--- src/rtl/door_sequencer_pkg.sv ---
// door_sequencer_pkg -- shared definitions for the garage-door supervisory sequencer.
//   state_e    : one-hot sequencer states
//   LIM_*      : decode of the limit-switch pair {Up_max, Dn_max}
package door_sequencer_pkg;

  typedef enum logic [5:0] {
    S_INIT    = 6'b000001,
    S_CLOSED  = 6'b000010,
    S_OPENING = 6'b000100,
    S_OPEN    = 6'b001000,
    S_CLOSING = 6'b010000,
    S_FAULT   = 6'b100000
  } state_e;

  // {Up_max, Dn_max}
  localparam logic [1:0] LIM_CLOSED = 2'b01;
  localparam logic [1:0] LIM_OPEN   = 2'b10;
  localparam logic [1:0] LIM_ERR    = 2'b11;

endpackage

--- src/rtl/door_sequencer_btn_sync.sv ---
// door_btn_sync -- two-flop synchroniser plus rising-edge detector for the raw button.
//   clock     in  system clock, rising edge
//   reset     in  asynchronous active-low reset
//   button    in  raw asynchronous button level
//   btn_pulse out one-cycle pulse, two clocks after the button rises
module door_btn_sync (
  input  logic clock,
  input  logic reset,
  input  logic button,
  output logic btn_pulse
);

  logic meta;
  logic sync;
  logic sync_d;

  always_ff @(posedge clock or negedge reset) begin
    if (!reset) begin
      meta   <= 1'b0;
      sync   <= 1'b0;
      sync_d <= 1'b0;
    end else begin
      meta   <= button;
      sync   <= meta;
      sync_d <= sync;
    end
  end

  assign btn_pulse = sync & ~sync_d;

endmodule

--- src/rtl/door_sequencer.sv ---
// door_sequencer -- supervisory sequencer in front of the garage-door FSM.
// Cleans the button into a single activate pulse, auto-closes an open door,
// and latches a sticky fault on travel timeout or inconsistent limits/motors.
//   clock, reset        clock (rising edge), asynchronous active-low reset
//   button              raw remote/wall button
//   auto_close_en       enable auto-close while open
//   Up_max, Dn_max      fully-open / fully-closed limit switches
//   Up_motor, Dn_motor  door FSM motor drive readback
//   activate            registered one-cycle request pulse to the door FSM
//   fault               sticky fault flag (cleared only by reset)
//   lamp                courtesy lamp, present only with DOOR_SEQ_LAMP_EN defined
module door_sequencer
  import door_sequencer_pkg::*;
#(
  parameter int unsigned AUTO_CLOSE_CYCLES = 1000,
  parameter int unsigned MAX_RUN_CYCLES    = 500,
  parameter int unsigned LAMP_HOLD_CYCLES  = 200,
  parameter int unsigned CNT_W             = 16
) (
  input  logic clock,
  input  logic reset,
  input  logic button,
  input  logic auto_close_en,
  input  logic Up_max,
  input  logic Dn_max,
  input  logic Up_motor,
  input  logic Dn_motor,
  output logic activate,
`ifdef DOOR_SEQ_LAMP_EN
  output logic lamp,
`endif
  output logic fault
);

  localparam logic [CNT_W-1:0] RUN_LAST  = CNT_W'(MAX_RUN_CYCLES - 1);
  localparam logic [CNT_W-1:0] AUTO_LAST = CNT_W'(AUTO_CLOSE_CYCLES - 1);

  state_e           state, state_next;
  logic [CNT_W-1:0] timer, timer_next, timer_inc;
  logic             act_next;
  logic             btn_pulse;
  logic [1:0]       limits;

  door_btn_sync u_btn_sync (
    .clock     (clock),
    .reset     (reset),
    .button    (button),
    .btn_pulse (btn_pulse)
  );

  assign limits    = {Up_max, Dn_max};
  assign timer_inc = (timer == '1) ? timer : timer + 1'b1;

  always_ff @(posedge clock or negedge reset) begin
    if (!reset) begin
      state    <= S_INIT;
      timer    <= '0;
      activate <= 1'b0;
    end else begin
      state    <= state_next;
      timer    <= timer_next;
      activate <= act_next;
    end
  end

  always_comb begin
    state_next = state;
    timer_next = timer;
    act_next   = 1'b0;
    case (state)
      S_INIT: begin
        if (limits == LIM_CLOSED) begin
          state_next = S_CLOSED;
          timer_next = '0;
        end else if (limits == LIM_OPEN) begin
          state_next = S_OPEN;
          timer_next = '0;
        end else if (timer == RUN_LAST) begin
          state_next = S_FAULT;
        end else begin
          timer_next = timer_inc;
        end
      end
      S_CLOSED: begin
        timer_next = '0;
        if (btn_pulse) begin
          act_next   = 1'b1;
          state_next = S_OPENING;
        end
      end
      S_OPENING: begin
        if (limits == LIM_OPEN) begin
          state_next = S_OPEN;
          timer_next = '0;
        end else if (timer == RUN_LAST) begin
          state_next = S_FAULT;
        end else begin
          timer_next = timer_inc;
        end
      end
      S_OPEN: begin
        // Button and auto-close expiry share one branch so a coincidence yields one pulse.
        if (btn_pulse || (auto_close_en && timer == AUTO_LAST)) begin
          act_next   = 1'b1;
          state_next = S_CLOSING;
          timer_next = '0;
        end else if (auto_close_en) begin
          timer_next = timer_inc;
        end else begin
          timer_next = '0;
        end
      end
      S_CLOSING: begin
        if (limits == LIM_CLOSED) begin
          state_next = S_CLOSED;
          timer_next = '0;
        end else if (timer == RUN_LAST) begin
          state_next = S_FAULT;
        end else begin
          timer_next = timer_inc;
        end
      end
      S_FAULT: state_next = S_FAULT;
      default: state_next = S_FAULT;
    endcase
    // Inconsistent limits or both motors driven override everything else.
    if (limits == LIM_ERR || (Up_motor && Dn_motor)) begin
      state_next = S_FAULT;
      act_next   = 1'b0;
    end
  end

  assign fault = (state == S_FAULT);

`ifdef DOOR_SEQ_LAMP_EN
  localparam logic [CNT_W-1:0] LAMP_HOLD = CNT_W'(LAMP_HOLD_CYCLES);

  logic [CNT_W-1:0] lamp_cnt, lamp_cnt_next;

  always_ff @(posedge clock or negedge reset) begin
    if (!reset) lamp_cnt <= '0;
    else        lamp_cnt <= lamp_cnt_next;
  end

  // Hold is loaded on entry to a resting state and cleared when travel restarts.
  always_comb begin
    lamp_cnt_next = (lamp_cnt != '0) ? lamp_cnt - 1'b1 : lamp_cnt;
    if (state_next != state && (state_next == S_OPEN || state_next == S_CLOSED))
      lamp_cnt_next = LAMP_HOLD;
    if (state_next == S_OPENING || state_next == S_CLOSING)
      lamp_cnt_next = '0;
  end

  assign lamp = (state == S_OPENING) || (state == S_CLOSING) ||
                (state == S_FAULT) || (lamp_cnt != '0);
`endif

endmodule

--- config.mk ---
export PLATFORM = sky130hd
export DESIGN_NAME = door_sequencer
export DESIGN_NICKNAME = d
export VERILOG_FILES = /design/src/rtl/door_sequencer_pkg.sv /design/src/rtl/door_sequencer_btn_sync.sv /design/src/rtl/door_sequencer.sv
export SDC_FILE = /design/constraint.sdc
export NUM_CORES = 1
export LEC_CHECK = 0
export BUFFER_PORTS_ARGS = -buffer_cell sky130_fd_sc_hd__buf_2
export CAP_MARGIN = 10
export CORE_ASPECT_RATIO = 1.4
export CORE_MARGIN = 5
export CORE_UTILIZATION = 50
export DETAILED_ROUTE_END_ITERATION = 10
export GPL_ROUTABILITY_DRIVEN = 0
export PLACE_DENSITY = 0.8
export SYNTH_ARGS = -nofsm -noshare
export SYNTH_HDL_FRONTEND = slang
export SYNTH_SLANG_ARGS = --single-unit
--- constraint.sdc ---
create_clock -name clock -period 3.35 [get_ports clock]
set_input_delay 0.67 -clock clock [delete_from_list [all_inputs] [get_ports clock]]
set_output_delay 0.67 -clock clock [all_outputs]
set_load 0.02 [all_outputs]
# After elaboration in Yosys (flattened, before gate mapping)
# Index checks and enable logic that the tools add are counted.
# totals
reg_bits	26
inputBits	8
word_cells	49
# op_classes
reduce_logical	6
bitwise	2
muxes	20
eq_ne	14
n_addsub	1
# op_table
operator	count
$mux 16	7
$pmux 16 s5	1
$mux 6	7
$pmux 6 s5	1
$add 16x1->16 const B	1
$eq 16x10->1 const B	1
$eq 16x16->1 const B	1
$eq 16x9->1 const B	1
$eq 6x1->1 const B	1
$eq 6x2->1 const B	1
$eq 6x3->1 const B	1
$eq 6x4->1 const B	1
$eq 6x5->1 const B	1
$eq 6x6->1 const B	1
$ne 3x3->1 const B	2
$reduce_bool 5->1	1
$eq 2x2->1 const B	2
$mux 1	3
$eq 2x1->1 const B	1
$logic_and 1x1->1	2
$logic_or 1x1->1	2
$pmux 1 s2	1
$reduce_and 2->1	1
$and 1x1->1	1
$not 1->1	1

# Logic depth before layout (Yosys ltp)
# Gate-level depths: netlist (run 1).
# depth
depth_word	6
depth_mapped	8
mapped_depth_nobuf	7

# Modules after synthesis
# Synthesis (run 1) repeated with hierarchy kept, for this count alone.
# hier_totals
cells_unflattened	180
hier_area_um2	1629.1
# by_module_without_submodules
mod	cells_per_inst	area_each_um2	seq_area_each_um2	instances
door_sequencer	176	1540.2	576.8	1
door_btn_sync	4	88.8	75.1	1

# Least setup slack after synthesis (run 1)
# No wires, ideal clock.
# synth_timing
path_type	register to output
startpoint	reg state[1]
endpoint	out fault
required_ps	2680
slack_ps	1105
path_stages_with_launch	4
arrival_ps	1575
cell_sequence	dfrtp_1 -> buf_6 -> or4_4 -> nor3b_1
# synth_via
elab_chain_cells	1
# synth_lines
element	line_no	text
from (decl)	door_sequencer.sv:38	state_e state, state_next;
from (signal assigned)	door_sequencer.sv:60	state <= state_next;
$eq 6x6->1	door_sequencer.sv:133	assign fault = (state == S_FAULT);
to (decl)	door_sequencer.sv:32	output logic fault
# Every way passes these cells.

# Final worst setup path (run 1)
# Ends and elaborated chain as after synthesis.

==> summary.md, run 1 <==
| Metric | Value |
|---|---|
| Non-filler cells, final | 231 |
| Synth-to-layout area growth | 6.63% |
| Hold Fails Final Rpt | 0 |
| Capturing point of the worst reg2reg path | timer[4] |
| Crit. Startpoint | state[1] |
| Final nets | 201 |
| Routed Antenna Nets | 0 |
| Slew Viols, Final | 0 |
| Crit path time final | 2.43 ns |
| Pre-antenna DRT Iters | 4 |
| End point of the critical path | fault |
| Compound-gate portion of the synthesized area | 0.208 |
| Avg Inst Size Synth | 9.18 um2 |
| Clock Path Buffers | 2 |
| Routed len/inst | 17.9 um |
| Setup crit end kind | output port |
| Post-synthesis sequential area ratio | 0.384 |
| Syn Nets | 194 |
| Post-Synth Adder-Cell Area | 0.00736 |
| Total track usage | 0.198 |
| Slew Limit Headroom | 0.613 |
| Setup bufs post-CTS | 0 |
| Area of the core | 3320 um2 |
| Iteration-0 DRC Markers | 154 |
| FF-to-FF Start | timer[0] |
| P_leak | 0.728 nW |
| I/O pin count | 10 |
| Largest net degree at the start of global routing | 27 |
| Library cells used by synthesis | 61 |
| Clock sink total | 26 |
| Cts hold-fix bufs | 0 |
| Inserted Diodes | 0 |
| I/O Buffers | 9 |
| Vias in the first global route | 1466 |
| Status | finished clean |
| Yosys Warn Count | 0 |
| Routed WL | 4140 um |
| Post-CTS sizing | 0 |
| Die Wd | 59.3 um |
| Hold/Removal Path Class | reg -> reg |
| CP Max Fanout | 9 |
| Post-synthesis simple-gate area fraction | 0.314 |
| Die area | 4680 um2 |
| Synth async-reset ratio | 1.00 |
| CTS tree | built |
| Routed vias/inst | 6.52 |
| Final setup fails | 0 |
| Setup Skew | 0.00762 ns |
| Clock transition at path regs | 0.10 ns |
| Setup Crit Path Kind | reg -> out |
| Crit path DAT | 1.76 ns |
| Mapped Area | 1700 um2 |
| Final period utilization | 0.725 |
| First-pass GRT wire length | 7180 um |
| Worst Path Required | 2.68 ns |
| Count of state elements after synthesis | 26 |
| Placed Cells | 227 |
| Die height | 79.0 um |
| Peak Freq | 0.412 GHz |
| CTS buffer count | 3 |
| Worst Max-Slew Pin Slew | 0.581 ns |
| Total gr overflow | 0 |
| Syn Inst Count | 185 |
| CP startpoint kind | flip-flop |
| Pwr per Cell Area | 336 nW/um2 |
| Xor/xnor cell area share of the yosys netlist | 0.0361 |
| Drc violations | 0 |
| Worst Reg2Reg Path Length in Cells | 7 |
| Setup TNS Final | 0 ns |
| Starting Density | 0.512 |
| R2R Setup Slk | 1.01 ns |
| Share of cells above drive strength 1 | 0.152 |
| DP Worst Slack | 1.14 ns |
| EDFF count, synth | 0 |
| Max-cap violations | 0 |
| Final setup margin | 0.920 ns |
| Initial antenna violation count | 0 |
| Mux share of post-synthesis cell area | 0.00663 |
| Dpl hpwl | 2990 um |
| RSZ-0062 raised after global routing | no |
| CTS root buffer | clkbuf_8 |
| # H-tree levels | 1 |
| Core Rows | 25 |
| Largest family of logic cells by synthesized area | simple AND/OR/NAND/NOR gates |
| DR vias | 1506 |
| Worst skew pair latency | 0.28 ns |
| Main synth FF type | dfrtp_1 |
| Worst vdd ir | 210 uV |
## cell families (layout without fill, tap and decap cells)
group	count (synthesis)	in the layout
adders and majority gates	1	1
xor gates and xnor gates	7	7
and+or+nand+nor	90	90
muxes	1	1
DFF	26	26
buffers and inverters	12	18
AOI/OAI and AO/OA	48	48
## per-layer routing
metal  track usage  share of wire
met1         0.253           0.42
met2         0.330           0.51
met3        0.0163          0.034
met4        0.0907          0.032
met5             0              0
## how the worst min path moves through the flow
stage	depth (start not counted)	start	to	slack, ns
final	0	u_btn_sync.meta	u_btn_sync.sync	0.36
after global routing	0	u_btn_sync.meta	u_btn_sync.sync	0.37
after CTS	0	u_btn_sync.meta	u_btn_sync.sync	0.36
after detailed placement	0	u_btn_sync.meta	u_btn_sync.sync	0.33
after global placement	0	u_btn_sync.meta	u_btn_sync.sync	0.33
after floorplan	0	u_btn_sync.meta	u_btn_sync.sync	0.33
## registers in the layout, summed over array words and instances (netlist names)
name,count
u_btn_sync.sync_d,1
activate,1
u_btn_sync.meta,1
u_btn_sync.sync,1
state,6
timer,16
## through the flow
stage / instance area, um2 / utilization / total power [mW] / hold slack, ns
floorplan: 1700 / - / 0.333 / 0.331
global placement: 1740 / 0.525 / 0.347 / 0.333
detailed placement: 1740 / 0.525 / 0.348 / 0.335
CTS: 1810 / 0.546 / 0.609 / 0.357
global route: 1810 / 0.546 / 0.620 / 0.366
finish: 1810 / 0.546 / 0.608 / 0.356
## report_power, final
group / total (mW) / internal [mW] / switching (mW)
logic: 0.0254 / 0.00774 / 0.0177
registers: 0.316 / 0.315 / 0.000489
clock network: 0.267 / 0.160 / 0.107
total: 0.608 / 0.483 / 0.125
## critical path, stage by stage, from the launching register on
cell,delay (ns)
dfrtp_1,0.49
or4_4,0.60
nor3b_1,0.19
buf_2,0.19
## final cells by class
cell class	count	area (um2)
clock inverter	1	30.0
inverter	4	15.0
timing repair buffer	10	52.6
fill	312	1500
tap	40	50.0
multi-input combinational	147	971
clock buffer	3	41.3
sequential	26	652
## synthesized netlist by cell type (all sizes together), types with 3 or more instances
cell / count / area (um2)
dfrtp: 25 / 626
nand3: 18 / 90.1
nor2: 16 / 62.6
a21oi: 11 / 55.1
o21ai: 11 / 70.1
nand2: 10 / 37.5
buf: 8 / 61.3
nand4: 7 / 43.8
and3: 6 / 42.5
and4: 5 / 43.8
xor2: 5 / 43.8
inv: 4 / 15.0
nor3: 4 / 25.0
or3: 4 / 25.0
a31oi: 3 / 18.8
nand2b: 3 / 18.8
## cell usage in the layout, fill, tap and decap left out, types with 3 or more instances in the layout
cell type and instances:
o21ai_0 6, buf_2 9, nor3_1 3, or3_1 4, inv_1 4, nand2b_1 3
clkbuf_8 3, a31oi_1 3, o21ai_1 3, nand2_1 10, dfrtp_1 25, xor2_1 5
nand4_1 7, nor2_1 15, and4_1 5, a21oi_1 11, and3_1 5, nand3_1 18
No activity file was read; power rests on OpenSTA's default activity.
==> run 2: changes to the inputs <==
Settings changed: PLACE_DENSITY 0.8 to 0.82.
Clock period 3.35 ns to 2.1 ns, I/O delays scaled along.
==> summary.md, run 2 (synthesis gave the netlist of run 1 again) <==
| Metric | Value |
|---|---|
| Routed len/inst | 16.8 um |
| Clock Power Share | 0.429 |
| Synth-to-layout area growth | 16.4% |
| CTS tree | built |
| Iteration-0 DRC Markers | 129 |
| Final nets | 216 |
| Core Rows | 25 |
| Internal power | 0.772 mW |
| Slew Viols, Final | 0 |
| Initial antenna violation count | 0 |
| P_leak | 0.813 nW |
| Dpl hpwl | 2980 um |
| Max reg flops | 16 |
| CP startpoint kind | flip-flop |
| Die area | 4680 um2 |
| Inserted Diodes | 0 |
| Vias in the first global route | 1474 |
| Crit path time final | 2.09 ns |
| Peak Freq | 0.477 GHz |
| Total track usage | 0.189 |
| Non-filler cells, final | 246 |
| CP Max Fanout | 5 |
| Status | finished clean |
| Clock Path Buffers | 2 |
| Largest regs | timer (16), state (6) |
| Starting Density | 0.512 |
| Sw Share | 0.198 |
| Commonest non-fill, non-tap cells in the layout | dfrtp_1 (23), nand3_1 (17), nor2_1 (15), buf_4 (15), a21oi_1 (11) |
| Pre-antenna DRT Iters | 6 |
| Worst Path Required | 1.68 ns |
| CTS root buffer | clkbuf_8 |
| I/O Buffers | 9 |
| RSZ-0062 raised after global routing | yes |
| Commonest non-fill, non-tap cell in the layout | dfrtp_1 |
| Setup Skew | 0.00946 ns |
| Crit path DAT | 1.67 ns |
| Worst vdd ir | 328 uV |
| Fin Hold WS | 0.135 ns |
| Setup Crit Path Kind | reg -> out |
| Routed vias/inst | 6.23 |
| Clock sink total | 26 |
| P_sw | 0.190 mW |
| CTS buffer count | 3 |
| DR vias | 1533 |
| Largest register by flop count | timer |
| Gate power share | 0.047 |
| Pwr per Cell Area | 487 nW/um2 |
| Largest net degree at the start of global routing | 27 |
| First-pass GRT wire length | 6950 um |
| Worst skew pair latency | 0.27 ns |
| I/O pin count | 10 |
| Design area | 1980 um2 |
| Slew Limit Headroom | 0.609 |
| Die Wd | 59.3 um |
| Die height | 79.0 um |
| Worst Max-Slew Pin Slew | 0.587 ns |
| Hold Fails Final Rpt | 0 |
| Final period utilization | 0.998 |
| Hold/Removal Path Class | in -> async |
| Sequential fraction of design power | 0.523 |
| Area of the core | 3320 um2 |
| Setup crit end kind | output port |
| Final setup fails | 0 |
| Drc violations | 0 |
| DP Area | 1840 um2 |
| Layout Utilization | 0.597 |
| Clock transition at path regs | 0.09 ns |
| Max-cap violations | 0 |
| Routed Antenna Nets | 0 |
| Routed WL | 4120 um |
| # H-tree levels | 1 |
| Placed Cells | 238 |
| Pwr Total | 0.963 mW |
| Share of cells above drive strength 1 | 0.257 |
| Cts hold-fix bufs | 0 |
| Total gr overflow | 0 |
-- run 2: layout make-up --
cell class | count | area, um2
Fill cell | 284 | 1340
Timing Repair Buffer | 25 | 178
Clock buffer | 3 | 41.3
Multi-Input combinational cell | 147 | 1010
Sequential cell | 26 | 654
Clock inverter | 1 | 30.0
Tap cell | 40 | 50.0
Inverter | 4 | 15.0
-- run 2: what timing repair did --
item | CTS | global route
gates resized for setup | 2 | 7
pin swaps | 0 | 2
setup endpoints to repair | 4 | 18
setup buffers | 0 | 4
-- run 2: path summary, 6_finish.rpt --
check | cells past startpoint | to | slack (ns) | start
max | 3 | fault | 0.005 | state[1]
min in group clock | 1 | u_btn_sync.meta | 0.24 | button
max in group asynchronous | 1 | state[1] | 1.55 | reset
min reg2reg | 0 | u_btn_sync.sync | 0.36 | u_btn_sync.meta
max reg2reg | 7 | timer[1] | 0.10 | timer[1]
min | 1 | timer[15] | 0.14 | reset
-- run 2: per-stage QoR --
step | setup WS, ns | TNS, ns
2_1_floorplan | 0.105 | 0
3_3_place_gp | 0.0367 | 0
3_5_place_dp | -0.0910 | -0.145
4_1_cts | 0.00390 | 0
5_1_grt | -0.0409 | -0.122
6_report | 0.00513 | 0
-- run 2: power groups by stage --
| stage | registers, mW | logic (mW) | clock network [mW] |
|---|---|---|---|
| after floorplan | 0.514 | 0.0179 | 0 |
| after CTS | 0.504 | 0.0454 | 0.419 |
| after global routing | 0.504 | 0.0508 | 0.440 |
| after detailed placement | 0.514 | 0.0448 | 0 |
| after global placement | 0.514 | 0.0437 | 0 |
| final | 0.504 | 0.0456 | 0.413 |
-- run 2: per-layer routing --
layer,global-route usage,routed length [um]
met1,0.249,1760
met4,0.0884,125
met3,0.0195,136
met2,0.302,2100
met5,0,0
-- run 2: critical path, cell delays in order, from the launching register on --
cell,delay [ns]
dfrtp_2,0.46
or4_4,0.57
nor3b_1,0.18
buf_2,0.19
==> run 3: changes to the inputs <==
--- a/config.mk
+++ b/config.mk
@@ -15,2 +15,3 @@
 export PLACE_DENSITY = 0.82
+export SLEW_MARGIN = 0
 export SYNTH_ARGS = -nofsm -noshare
==> constraint.sdc (replaced) <==
create_clock -name clock -period 2.1 [get_ports clock]
set_input_delay 0.315 -clock clock [delete_from_list [all_inputs] [get_ports clock]]
set_output_delay 0.315 -clock clock [all_outputs]
set_load 0.02 [all_outputs]
==> summary.md, run 3 (synthesis gave the netlist of run 1 again) <==
| Metric | Value |
|---|---|
| Routed WL | 4100 um |
| Max reg flops | 16 |
| Iteration-0 DRC Markers | 99 |
| Starting Density | 0.512 |
| Worst skew pair latency | 0.27 ns |
| Share of cells above drive strength 1 | 0.252 |
| I/O Buffers | 9 |
| Crit path DAT | 2.18 ns |
| Drc violations | 0 |
| Commonest non-fill, non-tap cell in the layout | dfrtp_1 |
| Largest regs | timer (16), state (6) |
| Reg area | 654 um2 |
| Gate power share | 0.047 |
| Area of the core | 3320 um2 |
| Clock Power Share | 0.429 |
| # H-tree levels | 1 |
| Max-cap violations | 0 |
| Vias in the first global route | 1474 |
| Core Rows | 25 |
| CTS buffer count | 3 |
| Worst vdd ir | 329 uV |
| Synth-to-layout area growth | 16.1% |
| Inserted Diodes | 0 |
| Die Wd | 59.3 um |
| Largest register by flop count | timer |
| Die height | 79.0 um |
| CP Max Fanout | 10 |
| Hold Fails Final Rpt | 0 |
| Setup Crit Path Kind | reg -> reg |
| Pre-antenna DRT Iters | 4 |
| Largest net degree at the start of global routing | 27 |
| Total gr overflow | 0 |
| Crit path time final | 2.00 ns |
| Commonest non-fill, non-tap cells in the layout | dfrtp_1 (23), nand3_1 (17), nor2_1 (15), buf_4 (15), a21oi_1 (11) |
| CTS tree | built |
| CTS root buffer | clkbuf_8 |
| Routed len/inst | 16.6 um |
| Final setup margin | 0.0993 ns |
| Final nets | 216 |
| Critical path cell sequence | or4_4, o21ai_4, nand3_1, o21ai_2, nor2_2, buf_12, a311oi_2 |
| Pwr per Cell Area | 488 nW/um2 |
| Setup crit end kind | flip-flop |
| Design area | 1970 um2 |
| P_leak | 0.811 nW |
| Slew Viols, Final | 0 |
| Internal power | 0.772 mW |
| Dpl hpwl | 2980 um |
| Peak Freq | 0.500 GHz |
| Filler Cell Count | 286 |
| Hold/Removal Path Class | in -> async |
| RSZ-0062 raised after global routing | yes |
| Crit. Startpoint | state[1] |
| CP startpoint kind | flip-flop |
| First-pass GRT wire length | 6950 um |
| I/O pin count | 10 |
| Worst Reg2Reg Path Length in Cells | 7 |
| Sw Share | 0.197 |
| Clock transition at path regs | 0.09 ns |
| Worst Path Required | 2.28 ns |
| DP Area | 1840 um2 |
| Cts hold-fix bufs | 0 |
| Total track usage | 0.189 |
| DR vias | 1512 |
| Sequential fraction of design power | 0.524 |
| Die area | 4680 um2 |
| Fin Hold WS | 0.0263 ns |
| Clock sink total | 26 |
| Worst Max-Slew Pin Slew | 0.576 ns |
| Slew Limit Headroom | 0.616 |
| DP Worst Slack | -0.0910 ns |
| Final period utilization | 0.953 |
| Largest stage delay, worst path | 0.57 ns |
| P_sw | 0.190 mW |
| Routed vias/inst | 6.15 |
| Routed Antenna Nets | 0 |
| Clock Path Buffers | 2 |
| Area occupied by multi-input gates | 1000 um2 |
| Initial antenna violation count | 0 |
| Final setup fails | 0 |
| Layout Utilization | 0.595 |
| Crit-path slowest cell | or4_4 |
| Status | finished clean |
| Setup Skew | 0.00899 ns |
| FF-to-FF Start | state[1] |
[run 3: cell counts in the layout (fill, tap and decap cells not counted)]
No cell type changed its count.
[run 3: power by group through the flow]
| stage | Combinational [mW] | Clock, mW | Sequential, mW |
|---|---|---|---|
| after CTS | 0.0454 | 0.419 | 0.504 |
| after global placement | 0.0437 | 0 | 0.514 |
| after detailed placement | 0.0448 | 0 | 0.514 |
| final | 0.0456 | 0.413 | 0.504 |
| after global routing | 0.0508 | 0.440 | 0.504 |
| after floorplan | 0.0179 | 0 | 0.514 |
[run 3: cell type report]
cell class	instances	share of cell area
clock inverter	1	0.0152
timing repair buffer	25	0.0901
tap	40	0.0254
sequential	26	0.332
multi-input combinational	147	0.509
clock buffer	3	0.0209
inverter	4	0.00761
[run 3: timing repair]
item	in CTS	in global routing
pin swaps	0	2
cloned	0	0
setup buffers	0	4
setup endpoints to repair	3	20
gates resized for setup	1	7
[run 3: final timing paths]
check / to / slack [ns]
max: timer[12] / 0.1
min reg2reg: u_btn_sync.sync / 0.36
max reg2reg: timer[12] / 0.1
max in group asynchronous: state[2] / 1.66
min in group clock: u_btn_sync.meta / 0.14
min: timer[15] / 0.03
[run 3: through the flow]
step	TNS, ns	std cells	total power [mW]
2_1_floorplan	0	185	0.532
3_3_place_gp	0	238	0.558
3_5_place_dp	-0.145	238	0.559
4_1_cts	0	242	0.969
5_1_grt	-0.0924	246	0.995
6_report	0	246	0.962
[run 3: routing by layer]
layer  wire (um)  global-route usage  share of wire
met1        1740               0.249           0.42
met4         116              0.0884          0.028
met3         136              0.0195          0.033
met2        2100               0.302           0.51
met5           0                   0              0
[run 3: critical path: cells and delay by family (launching register included)]
| kind | cells | cell delay [ns] |
|---|---|---|
| flops | 1 | 0.46 |
| buf+inv | 1 | 0.15 |
| simple gates | 3 | 0.76 |
| compound gates | 3 | 0.53 |
